<file path="config.mk">
export PLATFORM = sky130hd
export DESIGN_NAME = fib_bcd_display
export DESIGN_NICKNAME = d
export VERILOG_FILES = /design/src/rtl/fib_disp_pkg.sv /design/src/rtl/fib_seg7_dec.sv /design/src/rtl/fib_bcd_display.sv
export SDC_FILE = /design/constraint.sdc
export NUM_CORES = 1
export LEC_CHECK = 0
export BUFFER_PORTS_ARGS = -buffer_cell sky130_fd_sc_hd__buf_2
export CAP_MARGIN = 20
export CORE_ASPECT_RATIO = 0.8
export CORE_MARGIN = 5
export CORE_UTILIZATION = 58
export DETAILED_ROUTE_END_ITERATION = 10
export PLACE_DENSITY = 0.8
export SLEW_MARGIN = 20
export SYNTH_ARGS = -nofsm -noshare
export SYNTH_HDL_FRONTEND = slang
export SYNTH_SLANG_ARGS = --single-unit
</file>
<file path="constraint.sdc">
create_clock -name clk -period 10.3 [get_ports clk]
set_clock_uncertainty 0.05 [all_clocks]
set_input_delay 0.515 -clock clk [delete_from_list [all_inputs] [get_ports clk]]
set_output_delay 0.515 -clock clk [all_outputs]
set_load 0.02 [all_outputs]
</file>
<file path="src/rtl/fib_disp_pkg.sv">
// Shared types and constants for the Fibonacci BCD display slice.
package fib_disp_pkg;

  typedef enum logic [1:0] {IDLE, CONV, LOAD} state_t;

  localparam int unsigned W_DEF        = 64;
  localparam int unsigned DIGITS_DEF   = 20;
  localparam int unsigned DISP_DEF     = 4;
  localparam int unsigned SCAN_DIV_DEF = 50000;

  // Active-low segment codes, bit order {g,f,e,d,c,b,a}
  localparam logic [6:0] SEG_0     = 7'h40;
  localparam logic [6:0] SEG_1     = 7'h79;
  localparam logic [6:0] SEG_2     = 7'h24;
  localparam logic [6:0] SEG_3     = 7'h30;
  localparam logic [6:0] SEG_4     = 7'h19;
  localparam logic [6:0] SEG_5     = 7'h12;
  localparam logic [6:0] SEG_6     = 7'h02;
  localparam logic [6:0] SEG_7     = 7'h78;
  localparam logic [6:0] SEG_8     = 7'h00;
  localparam logic [6:0] SEG_9     = 7'h10;
  localparam logic [6:0] SEG_BLANK = 7'h7F;

  // Decimal digits of 2^w-1: floor(w*log10 2)+1, log10 2 ~ 0.30103
  function automatic int unsigned min_digits(input int unsigned w);
    return (w * 30103) / 100000 + 1;
  endfunction

endpackage

</file>
<file path="src/rtl/fib_seg7_dec.sv">
// BCD digit to active-low 7-segment decoder; non-decimal codes and blank show dark.
module fib_seg7_dec
  import fib_disp_pkg::*;
(
  input  logic [3:0] bcd,
  input  logic       blank,
  output logic [6:0] seg
);

  always_comb begin
    seg = SEG_BLANK;
    if (!blank) begin
      case (bcd)
        4'd0:    seg = SEG_0;
        4'd1:    seg = SEG_1;
        4'd2:    seg = SEG_2;
        4'd3:    seg = SEG_3;
        4'd4:    seg = SEG_4;
        4'd5:    seg = SEG_5;
        4'd6:    seg = SEG_6;
        4'd7:    seg = SEG_7;
        4'd8:    seg = SEG_8;
        4'd9:    seg = SEG_9;
        default: seg = SEG_BLANK;
      endcase
    end
  end

endmodule

</file>
<file path="src/rtl/fib_bcd_display.sv">
// Binary-to-BCD converter (shift-add-3) feeding a paged, multiplexed 7-seg display.
// Optional leading-zero blanking is enabled by defining BCD_BLANK_EN.
module fib_bcd_display
  import fib_disp_pkg::*;
#(
  parameter int unsigned W        = W_DEF,
  parameter int unsigned DIGITS   = DIGITS_DEF,
  parameter int unsigned DISP     = DISP_DEF,
  parameter int unsigned SCAN_DIV = SCAN_DIV_DEF
) (
  input  logic                  clk,
  input  logic                  reset,
  input  logic                  in_valid,
  input  logic [W-1:0]          in_data,
  output logic                  in_ready,
  input  logic                  page_next,
  output logic                  bcd_valid,
  output logic [4*DIGITS-1:0]   bcd_out,
  output logic [2:0]            page,
  output logic [DISP-1:0]       an,
  output logic [6:0]            seg
);

  localparam int unsigned PAGES = DIGITS / DISP;
  localparam int unsigned CNT_W = (W > 1) ? $clog2(W) : 1;
  localparam int unsigned IDX_W = (DISP > 1) ? $clog2(DISP) : 1;
  localparam int unsigned DIV_W = (SCAN_DIV > 1) ? $clog2(SCAN_DIV) : 1;
  localparam int unsigned DIG_W = (DIGITS > 1) ? $clog2(DIGITS) : 1;

  if (DIGITS < min_digits(W)) begin : g_chk_digits
    $error("DIGITS too small to hold a W-bit value");
  end
  if ((DIGITS % DISP) != 0 || PAGES > 8) begin : g_chk_pages
    $error("DIGITS must be a multiple of DISP with at most 8 pages");
  end

  state_t              state_q, state_d;
  logic [W-1:0]        shift_q, shift_d;
  logic [4*DIGITS-1:0] work_q, work_d, adj;
  logic [CNT_W-1:0]    cnt_q, cnt_d;
  logic [4*DIGITS-1:0] bcd_q, bcd_d;
  logic                bcd_valid_q, bcd_valid_d;
  logic [2:0]          page_q, page_d;
  logic [DIV_W-1:0]    div_q, div_d;
  logic [IDX_W-1:0]    idx_q, idx_d;
  logic                started_q, started_d;
  logic [DISP-1:0]     an_q, an_d;
  logic [6:0]          seg_q, seg_d;
  logic                tick, blank;
  logic [DIG_W-1:0]    sel;
  logic [3:0]          digit;
  logic [6:0]          seg_dec;
`ifdef BCD_BLANK_EN
  logic [DIG_W-1:0]    msd_q, msd_d;
`endif

  always_comb begin
    adj = work_q;
    for (int unsigned i = 0; i < DIGITS; i++) begin
      if (work_q[4*i +: 4] >= 4'd5) adj[4*i +: 4] = work_q[4*i +: 4] + 4'd3;
    end

    state_d     = state_q;
    shift_d     = shift_q;
    work_d      = work_q;
    cnt_d       = cnt_q;
    bcd_d       = bcd_q;
    bcd_valid_d = 1'b0;
`ifdef BCD_BLANK_EN
    msd_d       = msd_q;
`endif
    case (state_q)
      IDLE: begin
        if (in_valid) begin
          shift_d = in_data;
          work_d  = '0;
          cnt_d   = CNT_W'(W - 1);
          state_d = CONV;
        end
      end
      CONV: begin
        {work_d, shift_d} = {adj, shift_q} << 1;
        if (cnt_q == '0) state_d = LOAD;
        else             cnt_d   = cnt_q - 1'b1;
      end
      LOAD: begin
        bcd_d       = work_q;
        bcd_valid_d = 1'b1;
        state_d     = IDLE;
`ifdef BCD_BLANK_EN
        msd_d = '0;
        for (int unsigned i = 0; i < DIGITS; i++) begin
          if (work_q[4*i +: 4] != 4'd0) msd_d = DIG_W'(i);
        end
`endif
      end
      default: state_d = IDLE;
    endcase
  end

  // Page stepping and the digit-scan divider run independently of the converter.
  always_comb begin
    page_d = page_q;
    if (page_next) page_d = (page_q == 3'(PAGES - 1)) ? 3'd0 : page_q + 3'd1;

    tick      = (div_q == DIV_W'(SCAN_DIV - 1));
    div_d     = tick ? '0 : div_q + 1'b1;
    idx_d     = idx_q;
    started_d = started_q;
    if (tick) begin
      idx_d     = (idx_q == IDX_W'(DISP - 1)) ? '0 : idx_q + 1'b1;
      started_d = 1'b1;
    end

    sel   = DIG_W'(page_q) * DIG_W'(DISP) + DIG_W'(idx_q);
    digit = bcd_q[{sel, 2'b00} +: 4];
`ifdef BCD_BLANK_EN
    blank = (sel > msd_q);
`else
    blank = 1'b0;
`endif
    an_d  = started_q ? ~(DISP'(1) << idx_q) : '1;
    seg_d = started_q ? seg_dec : SEG_BLANK;
  end

  fib_seg7_dec u_dec (
    .bcd   (digit),
    .blank (blank),
    .seg   (seg_dec)
  );

  always_ff @(posedge clk or posedge reset) begin
    if (reset) begin
      state_q     <= IDLE;
      shift_q     <= '0;
      work_q      <= '0;
      cnt_q       <= '0;
      bcd_q       <= '0;
      bcd_valid_q <= 1'b0;
      page_q      <= '0;
      div_q       <= '0;
      idx_q       <= '0;
      started_q   <= 1'b0;
      an_q        <= '1;
      seg_q       <= SEG_BLANK;
`ifdef BCD_BLANK_EN
      msd_q       <= '0;
`endif
    end else begin
      state_q     <= state_d;
      shift_q     <= shift_d;
      work_q      <= work_d;
      cnt_q       <= cnt_d;
      bcd_q       <= bcd_d;
      bcd_valid_q <= bcd_valid_d;
      page_q      <= page_d;
      div_q       <= div_d;
      idx_q       <= idx_d;
      started_q   <= started_d;
      an_q        <= an_d;
      seg_q       <= seg_d;
`ifdef BCD_BLANK_EN
      msd_q       <= msd_d;
`endif
    end
  end

  assign in_ready  = (state_q == IDLE);
  assign bcd_valid = bcd_valid_q;
  assign bcd_out   = bcd_q;
  assign page      = page_q;
  assign an        = an_q;
  assign seg       = seg_q;

endmodule

</file>
==> metrics.yaml, run 1 <==
status:
  status: "completed"
floorplan:
  start_util_pct: 59.1
  core_area_sq_um: 21700
  die_h_um: 143
  die_x_um: 176
  design.die.area_sq_um: 25200
  ioPinCount: 164
  rows: 48
yosys:
  yosysWarnings: 0
  synthFlopType: "dfrtp_1"
  synth_cells: 1376
  synth-simple-area-share_pct: 17.7
  synth_xor_area_share_pct: 3.01
  syn_nets: 1498
  seq_area_frac_synth_pct: 52.0
  synth_area_sq_um: 12800
  yosys.area_share.adder_pct: 5.27
  synth_mux_area_share_pct: 3.46
  synth_cell_types: 50
  synth-edff-count: 0
  synth-compound-area-share_pct: 14.6
  async_flop_share_pct: 100
  synth-seq-cells: 266
  synth_top_family_by_area: "simple AND/OR/NAND/NOR gates"
  avgSynthCellArea_sq_um: 9.31
setup_path:
  crit_required_ps: 10670
  cp.arrival_ps: 3470
  r2r.worst_path.cells: 8
  worstPathCellList: "buf_4, mux4_2, nand2_1, nand3_1, inv_1, ha_1, and3_1, o31ai_1"
  max_stage_delay_ps: 740
  cp-end-kind: "register"
  rrSetupSlack_ps: 7200
  crit_family: "flip-flops"
  reg2reg_from: "idx_q[0]$_DFFE_PP0N_"
  worst-setup-path-type: "register to register"
  crit-reg2reg-capture: "seg[3]$_DFF_PP1_"
  crit_buf_inv: 2
  slowest_stage: "dfrtp_1"
  critPathMaxFanout: 18
  crit_path_start_kind: "register"
timing:
  hold_viol_final: 0
  finalMaxSlewViolations: 0
  post-route-min-period_ps: 3100
  finalSetupViolCount: 0
  max_slew_margin_pct: 30.7
  tightest_slew_ps: 1040
  period_share_pct: 30.1
  max_freq_mhz: 322
  whs_ps: 63.5
  rsz0062_at_grt: "no"
  totalNegativeSetupSlack_ps: 0
drt:
  drc: 0
  wl_mm: 30.8
  num_vias: 10500
  first_pass_iters: 6
  route.detailed.wl_per_inst_um: 16.9
  drtAntennaViolNets: 0
  drtIter0Drc: 1149
  via_per_inst: 5.74
global_route:
  grt_pass1_wl_mm: 50.9
  antenna_found_initial: 0
  grt.total_usage_pct: 24.5
  grt_max_degree: 129
  gr-total-overflow: 0
  first_global_vias: 9934
power:
  p_per_area_nw_per_um2: 222
  irDropWorstVdd_uv: 134
  p_total_mw: 3.25
  leakagePower_nw: 7.15
placed_design:
  place_area_sq_um: 13800
  gp_congestion: 0.838
  io_buffer_count: 163
  hpwl_mm: 20.2
finish:
  finish.net_count: 1624
  final_area_sq_um: 14700
  nFillCells: 1666
  fin_util_pct: 67.7
  n_antenna_cell: 0
  syn_to_final_growth_pct: 14.5
  drive_above_1_share_pct: 15.8
  final_cell_mix: "nand2_1, dfrtp_1, buf_2, nor2_1, o21ai_0"
  final_common_cell: "nand2_1"
clocking:
  root_buffer: "clkbuf_16"
  post-cts-setup-buffers: 0
  numCtsBuffers: 27
  path_clk_slew_ps: 60
  cts_sinks: 266
  ctsHoldBuffers: 0
  clock_path_buffers: 3
  tritoncts: "done"
  cts.htree.levels: 1
  insertion_delay_ps: 510
  cts_resized: 0
min_path:
  hold_class: "input pin to async pin"
job:
  drv_cap: 0
through the flow:
step | std cells | setup slack (ps)
2_1_floorplan | 1376 | 2430
6_report | 1822 | 7200
3_3_place_gp | 1773 | 7110
3_5_place_dp | 1773 | 7090
4_1_cts | 1822 | 7210
5_1_grt | 1822 | 7000
sequential cells by signal (all words and copies together), names as in the netlist:
signal,flops
an,4
bcd_out,80
bcd_valid,1
cnt_q,6
div_q,16
idx_q,2
page,3
seg,7
shift_q,64
started_q,1
state_q,2
work_q,80
worst max-delay path by stage:
stage | startpoint | end | slack [ps] | cells past startpoint
2_1_floorplan | reset | bcd_out[0]$_DFFE_PP0P_ | 2430 | 1
3_3_place_gp | reset | shift_q[20]$_DFFE_PP0P_ | 7110 | 4
3_5_place_dp | reset | shift_q[21]$_DFFE_PP0P_ | 7090 | 4
4_1_cts | idx_q[1]$_DFFE_PP0N_ | seg[3]$_DFF_PP1_ | 7210 | 8
5_1_grt | idx_q[0]$_DFFE_PP0N_ | seg[3]$_DFF_PP1_ | 7000 | 8
6_report | idx_q[0]$_DFFE_PP0N_ | seg[3]$_DFF_PP1_ | 7200 | 8
metal layers:
layer / track usage, % / vias to the layer above / wire [um]
met5: 0 / - / 0
met4: 5.95 / 0 / 666
met3: 4.10 / 63 / 2450
met2: 37.5 / 436 / 13700
met1: 37.0 / 5000 / 14000
li1: - / 4960 / -
cells by family (layout without fill, tap and decap cells):
logic type,Yosys count,after routing
AND/OR/NAND/NOR,543,543
AO/OA/AOI/OAI,307,307
flip-flops,266,266
buffers and inverters,126,272
adder cells (fa/ha/maj),54,54
XOR/XNOR,44,44
multiplexers,36,36
report_power, final:
group	internal (mW)	switching (mW)	leakage, nW	total [mW]
Combinational	0.404	0.514	3.25	0.918
Sequential	1.21	0.173	3.48	1.38
Clock	0.558	0.396	0.416	0.954
Total	2.17	1.08	7.15	3.25
Yosys cell counts, types with 2 or more instances:
| cell | n | area, sq um |
|---|---|---|
| or2_0 | 2 | 12.5 |
| a21oi_1 | 55 | 275 |
| ha_1 | 54 | 676 |
| nand2b_1 | 22 | 138 |
| mux4_2 | 5 | 113 |
| clkbuf_1 | 61 | 229 |
| a32oi_1 | 3 | 26.3 |
| a32o_1 | 18 | 180 |
| or2_2 | 3 | 18.8 |
| nor3b_1 | 14 | 105 |
| o22ai_1 | 31 | 194 |
| nor2_1 | 108 | 405 |
| mux2i_1 | 27 | 270 |
| nor3_1 | 2 | 10.0 |
| o31ai_1 | 19 | 143 |
| nor2b_1 | 7 | 43.8 |
| o32ai_1 | 8 | 70.1 |
| nand3_1 | 25 | 125 |
| nand2_1 | 340 | 1280 |
| buf_4 | 3 | 22.5 |
| buf_1 | 7 | 26.3 |
| xor2_1 | 17 | 149 |
| a31oi_1 | 67 | 419 |
| dfstp_2 | 11 | 289 |
| dfrtp_1 | 255 | 6380 |
| mux2_2 | 2 | 22.5 |
| a22oi_1 | 7 | 52.6 |
| and3_1 | 8 | 50.1 |
| inv_1 | 51 | 191 |
| nor4_1 | 2 | 12.5 |
| nand4_1 | 4 | 25.0 |
| buf_2 | 3 | 15.0 |
| o21ai_0 | 92 | 460 |
| xnor2_1 | 27 | 236 |
layout make-up:
| cell class | count | area [sq um] | share of cell area (%) |
|---|---|---|---|
| Clock buffer | 41 | 758 | 5.17 |
| Multi-Input combinational cell | 984 | 5680 | 38.7 |
| Tap cell | 300 | 375 | 2.56 |
| Timing Repair Buffer | 172 | 891 | 6.07 |
| Sequential cell | 266 | 6670 | 45.5 |
| Inverter | 51 | 199 | 1.36 |
| Clock inverter | 8 | 96.3 | 0.657 |
Note: power is estimated with default switching activity, not from simulation.
==> run 2, diff against run 1 <==
--- a/config.mk
+++ b/config.mk
@@ -9,9 +9,9 @@
 export CAP_MARGIN = 20
 export CORE_ASPECT_RATIO = 0.8
 export CORE_MARGIN = 5
-export CORE_UTILIZATION = 58
+export CORE_UTILIZATION = 53
 export DETAILED_ROUTE_END_ITERATION = 10
-export PLACE_DENSITY = 0.8
+export PLACE_DENSITY = 0.77
 export SLEW_MARGIN = 20
 export SYNTH_ARGS = -nofsm -noshare
 export SYNTH_HDL_FRONTEND = slang
==> constraint.sdc (replaced) <==
create_clock -name clk -period 2.8 [get_ports clk]
set_clock_uncertainty 0.05 [all_clocks]
set_input_delay 0.14 -clock clk [delete_from_list [all_inputs] [get_ports clk]]
set_output_delay 0.14 -clock clk [all_outputs]
set_load 0.02 [all_outputs]
==> metrics.yaml, run 2 (synthesized netlist as in run 1, its figures left out) <==
global_route:
  gr-total-overflow: 0  # unchanged
  antenna_found_initial: 0  # unchanged
  grt_max_degree: 117  # -9.3%
  grt.total_usage_pct: 24.9  # +0.36 points
  grt_pass1_wl_mm: 55.7  # +9.5%
  first_global_vias: 10400  # +4.8%
timing:
  period_share_pct: 88.5  # +58 points
  max_freq_mhz: 403  # +25%
  rsz0062_at_grt: "no"
  tightest_slew_ps: 689  # -350 ps
  hold_viol_final: 0  # unchanged
  post-route-min-period_ps: 2480  # -622 ps
  finalSetupViolCount: 0  # unchanged
  whs_ps: 41.0  # -22.4 ps
  totalNegativeSetupSlack_ps: 0  # unchanged
  finalMaxSlewViolations: 0  # unchanged
  max_slew_margin_pct: 54.0  # +23 points
floorplan:
  ioPinCount: 164  # unchanged
  core_area_sq_um: 23600  # +8.8%
  die_h_um: 149  # +4.3%
  die_x_um: 184  # +4.3%
  start_util_pct: 54.3  # -4.8 points
  design.die.area_sq_um: 27400  # +8.8%
  rows: 50  # +4.2%
setup_path:
  crit_buf_inv: 2  # unchanged
  r2r.worst_path.cells: 9  # +1
  cp-end-kind: "register"
  slowest_stage: "dfrtp_2"
  max_stage_delay_ps: 520  # -220 ps
  crit_path_start_kind: "register"
  cp_num_cells: 9  # +1
  crit_family: "flip-flops"
  reg2reg_from: "idx_q[0]$_DFFE_PP0N_"
  cp.arrival_ps: 2870  # -600 ps
  rrSetupSlack_ps: 320  # -6880 ps
  crit_required_ps: 3190  # -7480 ps
  worstPathCellList: "buf_4, mux2i_1, a22oi_1, nand4_1, nand3_1, inv_1, ha_1, and3_1, o31ai_1"
  crit-reg2reg-capture: "seg[3]$_DFF_PP1_"
  worst-setup-path-type: "register to register"
  critPathMaxFanout: 12  # -6
finish:
  syn_to_final_growth_pct: 21.9
  final-instance-count-excl-fill: 1906  # +4.6%
  final_common_cell: "nand2_1"
  drive_above_1_share_pct: 15.9  # +0.10 points
  n_antenna_cell: 0  # unchanged
  final_cell_mix: "nand2_1, dfrtp_1, buf_2, nor2_1, o21ai_0"
  finish.net_count: 1698  # +4.6%
  final_area_sq_um: 15600  # +6.5%
power:
  clkPwrFrac_pct: 31.3  # +2.0 points
  p_comb_share_pct: 27.8  # -0.4 points
  seqPwrFrac_pct: 40.9  # -1.5 points
  leakagePower_nw: 7.56  # +5.7%
  internal-power_mw: 8.36  # +290%
  irDropWorstVdd_uv: 626  # +370%
  p_sw_mw: 4.04  # +270%
  p_per_area_nw_per_um2: 793  # +260%
  p_sw_share_pct: 32.6  # -0.73 points
placed_design:
  gp_congestion: 0.920  # +9.8%
  place_area_sq_um: 14000  # +1.4%
  io_buffer_count: 163  # unchanged
  hpwl_mm: 21.7  # +7.6%
  dp_cells: 1792  # +1.1%
clocking:
  root_buffer: "clkbuf_16"
  numCtsBuffers: 27  # unchanged
  cts.htree.levels: 1  # unchanged
  cts_sinks: 266  # unchanged
  clock_path_buffers: 3  # unchanged
  post-cts-setup-buffers: 0  # unchanged
  path_clk_slew_ps: 60  # about the same
  insertion_delay_ps: 530  # +20 ps
  tritoncts: "done"
drt:
  first_pass_iters: 6  # unchanged
  wl_mm: 34.3  # +11%
  drc: 0  # unchanged
  route.detailed.wl_per_inst_um: 18.0  # +6.3%
  via_per_inst: 5.67  # -1.2%
  drtAntennaViolNets: 0  # unchanged
  num_vias: 10800  # +3.3%
  drtIter0Drc: 819  # -29%
job:
  drv_cap: 0  # unchanged
status:
  status: "completed"
min_path:
  hold_class: "input pin to async pin"
-- run 2: changes by cell type in the layout (fill, tap and decap cells not counted), moves of 2 or more --
cell / change
buf_12: +10
clkbuf_1: -8
bufinv_16: +3
dlygate4sd3_1: +67
clkbuf_8: +2
buf_6: -2
-- run 2: stage by stage --
stage	power (mW)	utilization, %	setup WS (ps)
floorplan	7.63	-	-893
global placement	8.23	59.4	291
detailed placement	8.41	59.4	173
CTS	12.4	66.3	156
global route	13.2	66.3	120
finish	12.4	66.3	321
-- run 2: how the worst max path moves through the flow --
stage	startpoint	endpoint	slack, ps
detailed placement	idx_q[0]$_DFFE_PP0N_	seg[3]$_DFF_PP1_	170
finish	idx_q[0]$_DFFE_PP0N_	seg[3]$_DFF_PP1_	320
global route	idx_q[0]$_DFFE_PP0N_	seg[3]$_DFF_PP1_	120
CTS	idx_q[0]$_DFFE_PP0N_	seg[3]$_DFF_PP1_	160
floorplan	reset	bcd_out[0]$_DFFE_PP0P_	-890
global placement	idx_q[0]$_DFFE_PP0N_	seg[3]$_DFF_PP1_	290
-- run 2: power by group through the flow --
stage	Clock [mW]	Sequential (mW)	Combinational, mW
CTS	3.94	5.04	3.43
detailed placement	0	5.11	3.30
finish	3.88	5.07	3.45
floorplan	0	4.95	2.68
global placement	0	5.07	3.15
global route	4.10	5.15	3.94
-- run 2: tightest hold or removal path, cell delays in order --
cell           delay [ps]
dlygate4sd3_1         530
buf_2                 130
clkinvlp_4            190
-- run 2: layout make-up --
| class | instances | area (sq um) |
|---|---|---|
| tap | 312 | 390 |
| fill | 1807 | 7960 |
| timing repair buffer | 246 | 1730 |
| inverter | 51 | 195 |
| sequential | 266 | 6670 |
| multi-input combinational | 984 | 5680 |
| clock inverter | 12 | 201 |
| clock buffer | 35 | 756 |
-- run 2: routing by layer --
layer	routed length [um]	GRT usage, %
met5	0	0
met4	895	6.47
met3	2500	3.90
met2	15800	39.0
met1	15100	36.5
-- run 2: what timing repair did --
item / CTS / global route
endpoints found under the hold margin: 322 / 0
resized for setup: 0 / 1
hold buffers: 67 / 0
setup endpoints to repair: 0 / 1
==> run 3, diff against run 2 <==
--- a/config.mk
+++ b/config.mk
@@ -8,11 +8,9 @@
 export BUFFER_PORTS_ARGS = -buffer_cell sky130_fd_sc_hd__buf_2
 export CAP_MARGIN = 20
 export CORE_ASPECT_RATIO = 0.8
-export CORE_MARGIN = 5
-export CORE_UTILIZATION = 53
+export CORE_UTILIZATION = 58
 export DETAILED_ROUTE_END_ITERATION = 10
-export PLACE_DENSITY = 0.77
-export SLEW_MARGIN = 20
+export PLACE_DENSITY = 0.8
 export SYNTH_ARGS = -nofsm -noshare
 export SYNTH_HDL_FRONTEND = slang
 export SYNTH_SLANG_ARGS = --single-unit
==> constraint.sdc (replaced) <==
create_clock -name clk -period 2.6 [get_ports clk]
set_clock_uncertainty 0.05 [all_clocks]
set_input_delay 0.13 -clock clk [delete_from_list [all_inputs] [get_ports clk]]
set_output_delay 0.13 -clock clk [all_outputs]
set_load 0.02 [all_outputs]
==> metrics.yaml, run 3 (synthesized netlist as in run 1, its figures left out) <==
floorplan:
  core_area_sq_um: 21600  # -8.3%
  rows: 48  # -4.0%
  ioPinCount: 164  # unchanged
  die_x_um: 168  # -8.5%
  design.die.area_sq_um: 22700  # -17%
  die_h_um: 135  # -9.5%
  start_util_pct: 59.3  # +4.9 points
min_path:
  hold_class: "input pin to async pin"
global_route:
  grt.total_usage_pct: 30.3  # +5.4 points
  grt_use_met2_pct: 47.9  # +8.9 points
  first_global_vias: 10900  # +4.3%
  gr-total-overflow: 0  # unchanged
  antenna_found_initial: 1  # +1
  grtUsageMet1_pct: 42.0  # +5.5 points
  met3_usage_pct: 5.83  # +1.9 points
  busiest_layer: "met2"
  grt_max_degree: 125  # +6.8%
  grt_pass1_wl_mm: 54.9  # -1.3%
timing:
  period_share_pct: 92.2  # +3.7 points
  max_slew_margin_pct: 56.2  # +2.2 points
  post-route-min-period_ps: 2400  # -81.4 ps
  finalMaxSlewViolations: 0  # unchanged
  layout_setup_ws_ps: 203  # -119 ps
  hold_viol_final: 0  # unchanged
  max_freq_mhz: 417  # +3.4%
  tightest_slew_ps: 657  # -32.4 ps
  finalSetupViolCount: 0  # unchanged
  rsz0062_at_grt: "no"
drt:
  wl_mm: 33.7  # -1.6%
  drc: 0  # unchanged
  first_pass_iters: 6  # unchanged
  via_per_inst: 5.89  # +3.8%
  num_vias: 11000  # +2.1%
  drtAntennaViolNets: 0  # unchanged
  route.detailed.wl_per_inst_um: 18.0  # about the same
  drtIter0Drc: 1086  # +33%
placed_design:
  hpwl_mm: 20.1  # -7.5%
  gp_congestion: 0.936  # +1.8%
  post-place-ws_ps: 203  # +30.2 ps
  io_buffer_count: 163  # unchanged
setup_path:
  cp.arrival_ps: 2780  # -90 ps
  crit_required_ps: 2990  # -200 ps
  crit_buf_inv: 3  # +1
  cp-end-kind: "register"
  slowest_stage: "dfrtp_1"
  crit_family: "buffers and inverters"
  worstPathCellList: "buf_4, buf_4, mux2i_1, nand2_1, nand4_1, nand3_1, inv_1, ha_1, and3_1, o31ai_1"
  max_stage_delay_ps: 390  # -130 ps
  worst-setup-path-type: "register to register"
  cp_common_cell: "buf_4"
  critPathMaxFanout: 11  # -1
  crit_path_start_kind: "register"
power:
  irDropWorstVdd_uv: 592  # -5.5%
  leakagePower_nw: 7.56  # +0.10%
  p_per_area_nw_per_um2: 859  # +8.3%
clocking:
  insertion_delay_ps: 530  # about the same
  tritoncts: "done"
  cts_sinks: 266  # unchanged
  root_buffer: "clkbuf_16"
  cts.htree.levels: 1  # unchanged
  clock_path_buffers: 3  # unchanged
  path_clk_slew_ps: 60  # about the same
  numCtsBuffers: 28  # +3.7%
finish:
  drive_above_1_share_pct: 15.9  # -0.040 points
  finish.net_count: 1699  # +0.059%
  final_cell_mix: "nand2_1, dfrtp_1, buf_2, nor2_1, o21ai_0"
  fin_util_pct: 72.1  # +5.8 points
  final_common_cell: "nand2_1"
  syn_to_final_growth_pct: 21.6
job:
  drv_cap: 0  # unchanged
status:
  status: "completed"
## run 3: area by class of cell
| type | count | area (sq um) |
|---|---|---|
| repair buffers | 246 | 1720 |
| clock buffers | 39 | 803 |
| diodes | 1 | 2.50 |
| multi-input cells | 984 | 5680 |
| fillers | 1477 | 6040 |
| clock inverters | 12 | 165 |
| flip-flops and latches | 266 | 6670 |
| well taps | 275 | 344 |
| inverters | 51 | 195 |
## run 3: worst min-delay path, delay by kind of cell
kind | cells | cell delay (ps)
buffers and inverters | 3 | 920
## run 3: worst paths after layout
check	startpoint	endpoint	slack, ps	depth (start not counted)
max in group asynchronous	reset	work_q[26]$_DFFE_PP0P_	1650	4
worst min-delay path	reset	bcd_out[54]$_DFFE_PP0P_	70	3
worst min register to register	cnt_q[0]$_DFFE_PP0P_	cnt_q[0]$_DFFE_PP0P_	450	1
worst max-delay path	idx_q[0]$_DFFE_PP0N_	seg[3]$_DFF_PP1_	200	10
min in group clk	in_data[57]	shift_q[57]$_DFFE_PP0P_	350	4
worst max register to register	idx_q[0]$_DFFE_PP0N_	seg[3]$_DFF_PP1_	200	10
## run 3: repair_timing
item | in CTS | in global routing
setup endpoints to repair | 0 | 1
setup buffers | 0 | 0
endpoints found under the hold margin | 323 | 0
gates resized for setup | 0 | 1
hold buffers | 68 | 0
## run 3: metal layers
metal,vias up,routed length (um)
li1,5104,-
met2,501,15400
met4,0,1120
met3,84,2750
met5,-,0
met1,5341,14500
## run 3: stage by stage
| step | cell area, sq um | power [mW] | hold WS (ps) | std cells | setup TNS (ps) |
|---|---|---|---|---|---|
| 6_report | 15600 | 13.4 | 73.2 | 1874 | 0 |
| 5_1_grt | 15600 | 14.2 | 88.4 | 1874 | 0 |
| 4_1_cts | 15600 | 13.4 | 66.8 | 1873 | 0 |
| 3_5_place_dp | 13900 | 9.06 | 75.6 | 1754 | 0 |
| 3_3_place_gp | 13900 | 8.83 | 77.4 | 1754 | 0 |
| 2_1_floorplan | 12800 | 8.22 | 176 | 1376 | -277740 |
## run 3: report_power, final
group / switching [mW] / internal (mW)
Combinational: 2.06 / 1.68
Clock: 1.65 / 2.55
Sequential: 0.673 / 4.78
Total: 4.39 / 9.00
